===== src/rtl/regdump_streamer.sv =====
// regdump_streamer: walks the register file through the debug read port and
// streams each register as an ASCII line "xNN: 0xHHHHHHHH\r\n" over a
// valid/ready byte interface.
// Optional feature macro: REGDUMP_HEADER_EN (prefix each dump with "REGS\r\n").
module regdump_streamer #(
   parameter int NUM_REGS = 32,
   parameter int ADDR_W   = 5
) (
   input  logic              clk,
   input  logic              reset,
   input  logic              start,
   output logic              busy,
   output logic              done,
   output logic [ADDR_W-1:0] reg_addr,
   input  logic [31:0]       reg_data,
   output logic [7:0]        tx_data,
   output logic              tx_valid,
   input  logic              tx_ready
);

   typedef enum logic [2:0] {
      IDLE  = 3'd0,
`ifdef REGDUMP_HEADER_EN
      HDR   = 3'd1,
`endif
      FETCH = 3'd2,
      LATCH = 3'd3,
      SEND  = 3'd4,
      DONE  = 3'd5
   } state_t;

   state_t            state, nstate;
   logic [ADDR_W-1:0] idx;
   logic [4:0]        cnt;
   logic [31:0]       snap;
   logic              xfer;
   logic              last_reg;
   logic [5:0]        idx6;
   logic [1:0]        tens;
   logic [3:0]        units;
   logic [2:0]        nsel;
   logic [3:0]        nib;

   function automatic logic [7:0] hex_ascii(input logic [3:0] n);
      return (n < 4'd10) ? (8'h30 + {4'h0, n}) : (8'h37 + {4'h0, n});
   endfunction

   assign xfer     = tx_valid && tx_ready;
   assign last_reg = (idx == ADDR_W'(NUM_REGS - 1));

   // Decimal digits of the index and the hex nibble selected by the byte counter
   always_comb begin
      idx6  = 6'(idx);
      if (idx6 >= 6'd30)      tens = 2'd3;
      else if (idx6 >= 6'd20) tens = 2'd2;
      else if (idx6 >= 6'd10) tens = 2'd1;
      else                    tens = 2'd0;
      units = 4'(idx6 - 6'(tens) * 6'd10);
      // bytes 7..14 carry nibbles 7..0 (MSB first)
      nsel  = 3'(5'd14 - cnt);
      nib   = 4'(snap >> {nsel, 2'b00});
   end

   // State register
   always_ff @(posedge clk) begin
      if (reset) state <= IDLE;
      else       state <= nstate;
   end

   // Next-state and output decode
   always_comb begin
      nstate   = state;
      tx_valid = 1'b0;
      tx_data  = 8'h00;
      busy     = (state != IDLE) && (state != DONE);
      done     = (state == DONE);
      reg_addr = idx;
      case (state)
         IDLE: begin
            if (start) begin
`ifdef REGDUMP_HEADER_EN
               nstate = HDR;
`else
               nstate = FETCH;
`endif
            end
         end
`ifdef REGDUMP_HEADER_EN
         HDR: begin
            tx_valid = 1'b1;
            case (cnt)
               5'd0:    tx_data = 8'h52;
               5'd1:    tx_data = 8'h45;
               5'd2:    tx_data = 8'h47;
               5'd3:    tx_data = 8'h53;
               5'd4:    tx_data = 8'h0D;
               default: tx_data = 8'h0A;
            endcase
            if (xfer && cnt == 5'd5) nstate = FETCH;
         end
`endif
         FETCH: nstate = LATCH;
         LATCH: nstate = SEND;
         SEND: begin
            tx_valid = 1'b1;
            case (cnt)
               5'd0:    tx_data = 8'h78;
               5'd1:    tx_data = 8'h30 + {6'd0, tens};
               5'd2:    tx_data = 8'h30 + {4'd0, units};
               5'd3:    tx_data = 8'h3A;
               5'd4:    tx_data = 8'h20;
               5'd5:    tx_data = 8'h30;
               5'd6:    tx_data = 8'h78;
               5'd15:   tx_data = 8'h0D;
               5'd16:   tx_data = 8'h0A;
               default: tx_data = hex_ascii(nib);
            endcase
            if (xfer && cnt == 5'd16) nstate = last_reg ? DONE : FETCH;
         end
         DONE:    nstate = IDLE;
         default: nstate = IDLE;
      endcase
   end

   // Index, byte counter and line snapshot
   always_ff @(posedge clk) begin
      if (reset) begin
         idx  <= '0;
         cnt  <= '0;
         snap <= '0;
      end else begin
         case (state)
            IDLE: begin
               idx <= '0;
               cnt <= '0;
            end
`ifdef REGDUMP_HEADER_EN
            HDR: if (xfer) cnt <= (cnt == 5'd5) ? 5'd0 : cnt + 5'd1;
`endif
            LATCH: snap <= reg_data;
            SEND: begin
               if (xfer) begin
                  if (cnt == 5'd16) begin
                     cnt <= '0;
                     if (!last_reg) idx <= idx + ADDR_W'(1);
                  end else begin
                     cnt <= cnt + 5'd1;
                  end
               end
            end
            default: ;
         endcase
      end
   end

endmodule

===== config.mk =====
export PLATFORM = sky130hd
export DESIGN_NAME = regdump_streamer
export DESIGN_NICKNAME = d
export VERILOG_FILES = /design/src/rtl/regdump_streamer.sv
export SDC_FILE = /design/constraint.sdc
export NUM_CORES = 1
export LEC_CHECK = 0
export BUFFER_PORTS_ARGS = -buffer_cell sky130_fd_sc_hd__buf_4
export CORE_ASPECT_RATIO = 0.75
export CORE_MARGIN = 2
export CORE_UTILIZATION = 35
export CTS_CLUSTER_DIAMETER = 30
export DETAILED_ROUTE_END_ITERATION = 10
export HOLD_SLACK_MARGIN = 0.05
export MAX_ROUTING_LAYER = met4
export SLEW_MARGIN = 20
export SYNTH_ARGS = -nofsm -noshare
export SYNTH_HDL_FRONTEND = slang
export SYNTH_SLANG_ARGS = --single-unit

===== constraint.sdc =====
create_clock -name clk -period 5.68 [get_ports clk]
set_input_delay 0.284 -clock clk [delete_from_list [all_inputs] [get_ports clk]]
set_output_delay 0.284 -clock clk [all_outputs]
set_load 0.005 [all_outputs]

Word-level counts from Yosys, hierarchy flattened --
Index checks and enable logic that the tools add are counted.
Operators by class: $add $sub $neg 8, multiply operators 1, magnitude comparators 4, eq/ne operators 19, shifts and indexed selects 1, mux-type cells 18, reductions and logical operators 11
Operator list (count):
- $pmux W7 S8 | 1
- $shr A32 B5 Y4 | 1
- $mux W5 | 5
- $add A6 B4 Y7 const A | 3
- $pmux W5 S2 | 2
- $eq A5 B3 Y1 const B | 3
- $mux W7 | 2
- $pmux W3 S4 | 1
- $add A5 B1 Y5 const B | 2
- $eq A5 B2 Y1 const B | 2
- $eq A5 B5 Y1 const B | 2
- $ge A5 B5 Y1 const B | 2
- $ne A2 B2 Y1 const B | 5
- $mux W3 | 3
- $add A6 B2 Y7 const A | 1
- $eq A3 B2 Y1 const B | 2
- $eq A3 B3 Y1 const B | 2
- $eq A5 B1 Y1 const B | 1
- $eq A5 B4 Y1 const B | 1
- $ge A5 B4 Y1 const B | 1
- $logic_not A5 Y1 | 1
- $lt A4 B4 Y1 const B | 1
- $mux W2 | 2
- $reduce_and A2 Y1 | 2
- other kinds (11) | 14
Storage, ports and cells: register bits 45, output and inout port bits 16

Logic depth before layout (Yosys ltp) --
word-level depth 9, depth in mapped cells 12, gate-level depth less buffers 12

Worst setup path after synthesis --
Ideal clock, no wire load.
path type register to output, start point register cnt[0], end point output tx_data[4], arrival 2407 ps, required time 5396 ps, path slack 2989 ps, stages on the path, launching flop included 11, cells stage by stage dfxtp_1 buf_6 inv_1 ha_1 buf_1 mux4_1 mux2i_2 ha_1 o21a_1 o21ai_1 a21oi_1
Between the ends: word-level cells in the longest chain between the ends 6, elaborated cells between the ends (all ways) 18, classes of those cells 3 x add/sub; 1 x order compare; 8 x eq/ne; 1 x shift; 3 x mux; 2 x reduce/logical
Ends and longest elaborated chain:
- start: declaration | RTL line 34 | logic [4:0] cnt;
- start signal: assignment | RTL line 147 | cnt <= cnt + 5'd1;
- $sub A3 B3 Y3 | RTL line 60 | nsel = 3'(5'd14 - cnt);
- $shr A32 B5 Y4 | RTL line 61 | nib = 4'(snap >> {nsel, 2'b00});
- $add A6 B4 Y7 or $lt A4 B4 Y1 (tied branches) | RTL line 45 | return (n < 4'd10) ? (8'h30 + {4'h0, n}) : (8'h37 + {4'h0, n});
- $mux W7 | RTL line 45
- $pmux W7 S8 (*) | RTL line 106 | case (cnt)
- $mux W7 (*) | RTL line 78 | case (state)
- end: declaration | RTL line 16 | output logic [7:0] tx_data,
Mark *: on every way between the ends. The rest lies on a longest branch, timed or not.

Final worst setup path --
start point register cnt[0], end point output tx_data[6]
The elaborated chain is that of the path after synthesis.

==> out/results.txt <==
status = completed
share of layout cells above drive strength 1 = 0.199
number of synthesized flops with an enable pin = 0
Setup TNS = 0 ns
Post-CTS Setup Inserts = 0
Seq/Total Area, Yosys = 0.348
FILL cells = 757
PortBufs = 50
initial antenna violation count = 0
drt first pass iters = 4
vias in the first global route = 2018
required time of the critical path = 5.40 ns
Worst-Skew Late Latency = 0.30 ns
Core Box Area = 7260 um^2
synth top area cells = dfxtp_1 (35%), nand2_1 (11%), a21oi_1 (7.5%)
Tmin final = 3.50 ns
total global-route track usage = 0.155
ys flop type = dfxtp_1
most frequent cells in the layout = nand2_1 (73), buf_4 (50), dfxtp_1 (45), a21oi_1 (39), nor2_1 (17)
via count = 2236
Hold Crit Start = reg_data[22]
Antenna Cells = 0
first-pass GRT wire length = 9680 um
pwr dens = 189 nW/um^2
dpl ws = 2.50 ns
Setup violations, final = 0
Mapped Cells = 316
pin count of the biggest net entering global routing = 43
number of placement rows = 27
Critical Path Sink Type = output pin
final hold viol count = 0
Synth top area share = 0.348
clk_skew = 0.0121 ns
WHS Path Cells = 3
Area Overhead vs Synth = 19.0%
cts-stage hold buffer count = 0
initial core utilization = 0.356
Die Y-Extent = 78.5 um
Iter 0 DRT Violations = 121
worst-path maximum fanout = 15
CTS tree = yes
hold path endpoint = snap[22]
Avg WL per Cell = 13.0 um
crit start category = flop
kind of critical path = flop to output pin
RSZ-0062 raised after global routing = false
Fmax = 0.285 GHz
syn_nets = 363
CTS sink cnt = 45
Reg clk slew, reported paths = 0.09 ns
num ports = 52
maximum clock insertion buffer count = 2
synthesis warning total = 0
half-perimeter wire length after placement = 4460 um
Nets = 397
flop-to-flop setup slack = 3.06 ns
H-tree depth = 2
r2r endpoint = cnt[3]
Slew HR = 0.341
Final Slew Violations = 0
Mapped Avg Cell Area = 8.19 um^2
post-route ant nets = 0
synthesized area = 2590 um^2
Async SR Flop Fraction = 0
max cap viols = 0
Yosys top cell by area = dfxtp_1
gr ovfl total = 0
Die ar. = 8100 um^2
total routed wirelength = 5870 um
Synth Register Bits = 45
root buf cell = clkbuf_8
post-synthesis cell type count = 50
class of the worst hold path = primary input to flop
setup ws final = 2.18 ns
Final period util = 0.617
CP arrival = 3.22 ns
commonest non-fill, non-tap cell in the layout = nand2_1
Worst Tran Pin Value = 0.987 ns
DRC errors left = 0
post-CTS sizing = 0
FF-to-FF path depth = 6
Die X = 103 um
Peak VDD IR = 0.0773 mV
Tot Pwr = 0.000581 W
gpl congestion = 0.827
drt via density = 4.95
leakage = 1.17 nW
TritonCTS buffer count = 5
Worst R2R Start = cnt[0]
==> sequential cells by signal, summed over array words and instances, names as in the netlist <==
name / count
reg_addr: 5
snap: 32
state: 3
cnt: 5
==> stage by stage <==
step,hold WS [ns],cell area [um^2],utilization,instances
floorplan,0.420,2590,-,316
global placement,0.443,2990,0.412,444
detailed placement,0.451,2990,0.412,444
CTS,0.217,3080,0.424,452
global route,0.225,3080,0.424,452
finish,0.224,3080,0.424,452
==> synthesized netlist by cell type (all sizes together), types with 2 or more instances <==
master	instances
o21ai	8
o31ai	2
buf	6
a41oi	2
and3	2
mux4	8
a311oi	2
a21o	2
clkbuf	17
nor3b	2
a211oi	7
and2	4
a31oi	3
a21oi	41
nand2	73
mux2i	5
nand3b	2
xor2	2
o21a	2
nand3	4
nor2b	4
ha	11
nor2	17
a2111oi	2
dfxtp	45
inv	13
a211o	2
xnor2	5
nor3	3
nand2b	4
or3	4
a22oi	2
mux2	2
==> layer usage <==
layer | global-route usage | vias up | wire length (um)
met1 | 0.244 | 1021 | 3100
met4 | 0.0395 | 0 | 53
met3 | 0.0267 | 7 | 224
met2 | 0.201 | 46 | 2500
met5 | - | - | 0
li1 | - | 1162 | -
==> power breakdown <==
group / switching [W] / total [W] / internal [W]
sequential: 0.00000600 / 0.000328 / 0.000322
clock: 0.000108 / 0.000195 / 0.0000867
combinational: 0.0000277 / 0.0000589 / 0.0000312
==> how the worst max path moves through the flow <==
stage	start	to	slack (ns)	depth (start not counted)
6_report	cnt[0]	tx_data[6]	2.18	9
5_1_grt	cnt[0]	tx_data[6]	1.91	9
4_1_cts	cnt[0]	tx_data[6]	2.16	9
3_5_place_dp	cnt[0]	tx_data[6]	2.50	9
3_3_place_gp	cnt[0]	tx_data[6]	2.64	9
2_1_floorplan	cnt[0]	tx_data[4]	2.99	10
==> worst max-delay path, cell delays in order, from the launching register on <==
cell	delay (ns)
dfxtp_1	0.76
inv_1	0.15
ha_1	0.52
mux4_1	0.37
mux2i_2	0.35
ha_1	0.26
o21a_1	0.15
a2bb2oi_1	0.17
nor2_1	0.06
buf_4	0.15
==> logic make-up after synthesis <==
| logic type | share of synthesized area |
|---|---|
| AO/OA/AOI/OAI | 0.186 |
| XOR/XNOR | 0.0309 |
| adder cells (fa/ha/maj) | 0.0532 |
| buffers and inverters | 0.0575 |
| flip-flops | 0.348 |
| multiplexers | 0.111 |
| other | 0.00145 |
| AND/OR/NAND/NOR | 0.212 |
==> area by class of cell <==
class	instances	area (um^2)	share of cell area
clock buffers	6	72.6	0.0236
clock inverters	2	15.0	0.00488
inverters	13	48.8	0.0159
multi-input cells	235	1540	0.500
flip-flops and latches	45	901	0.293
well taps	101	126	0.0411
repair buffers	50	375	0.122
Note: power is estimated with default switching activity, not from simulation.
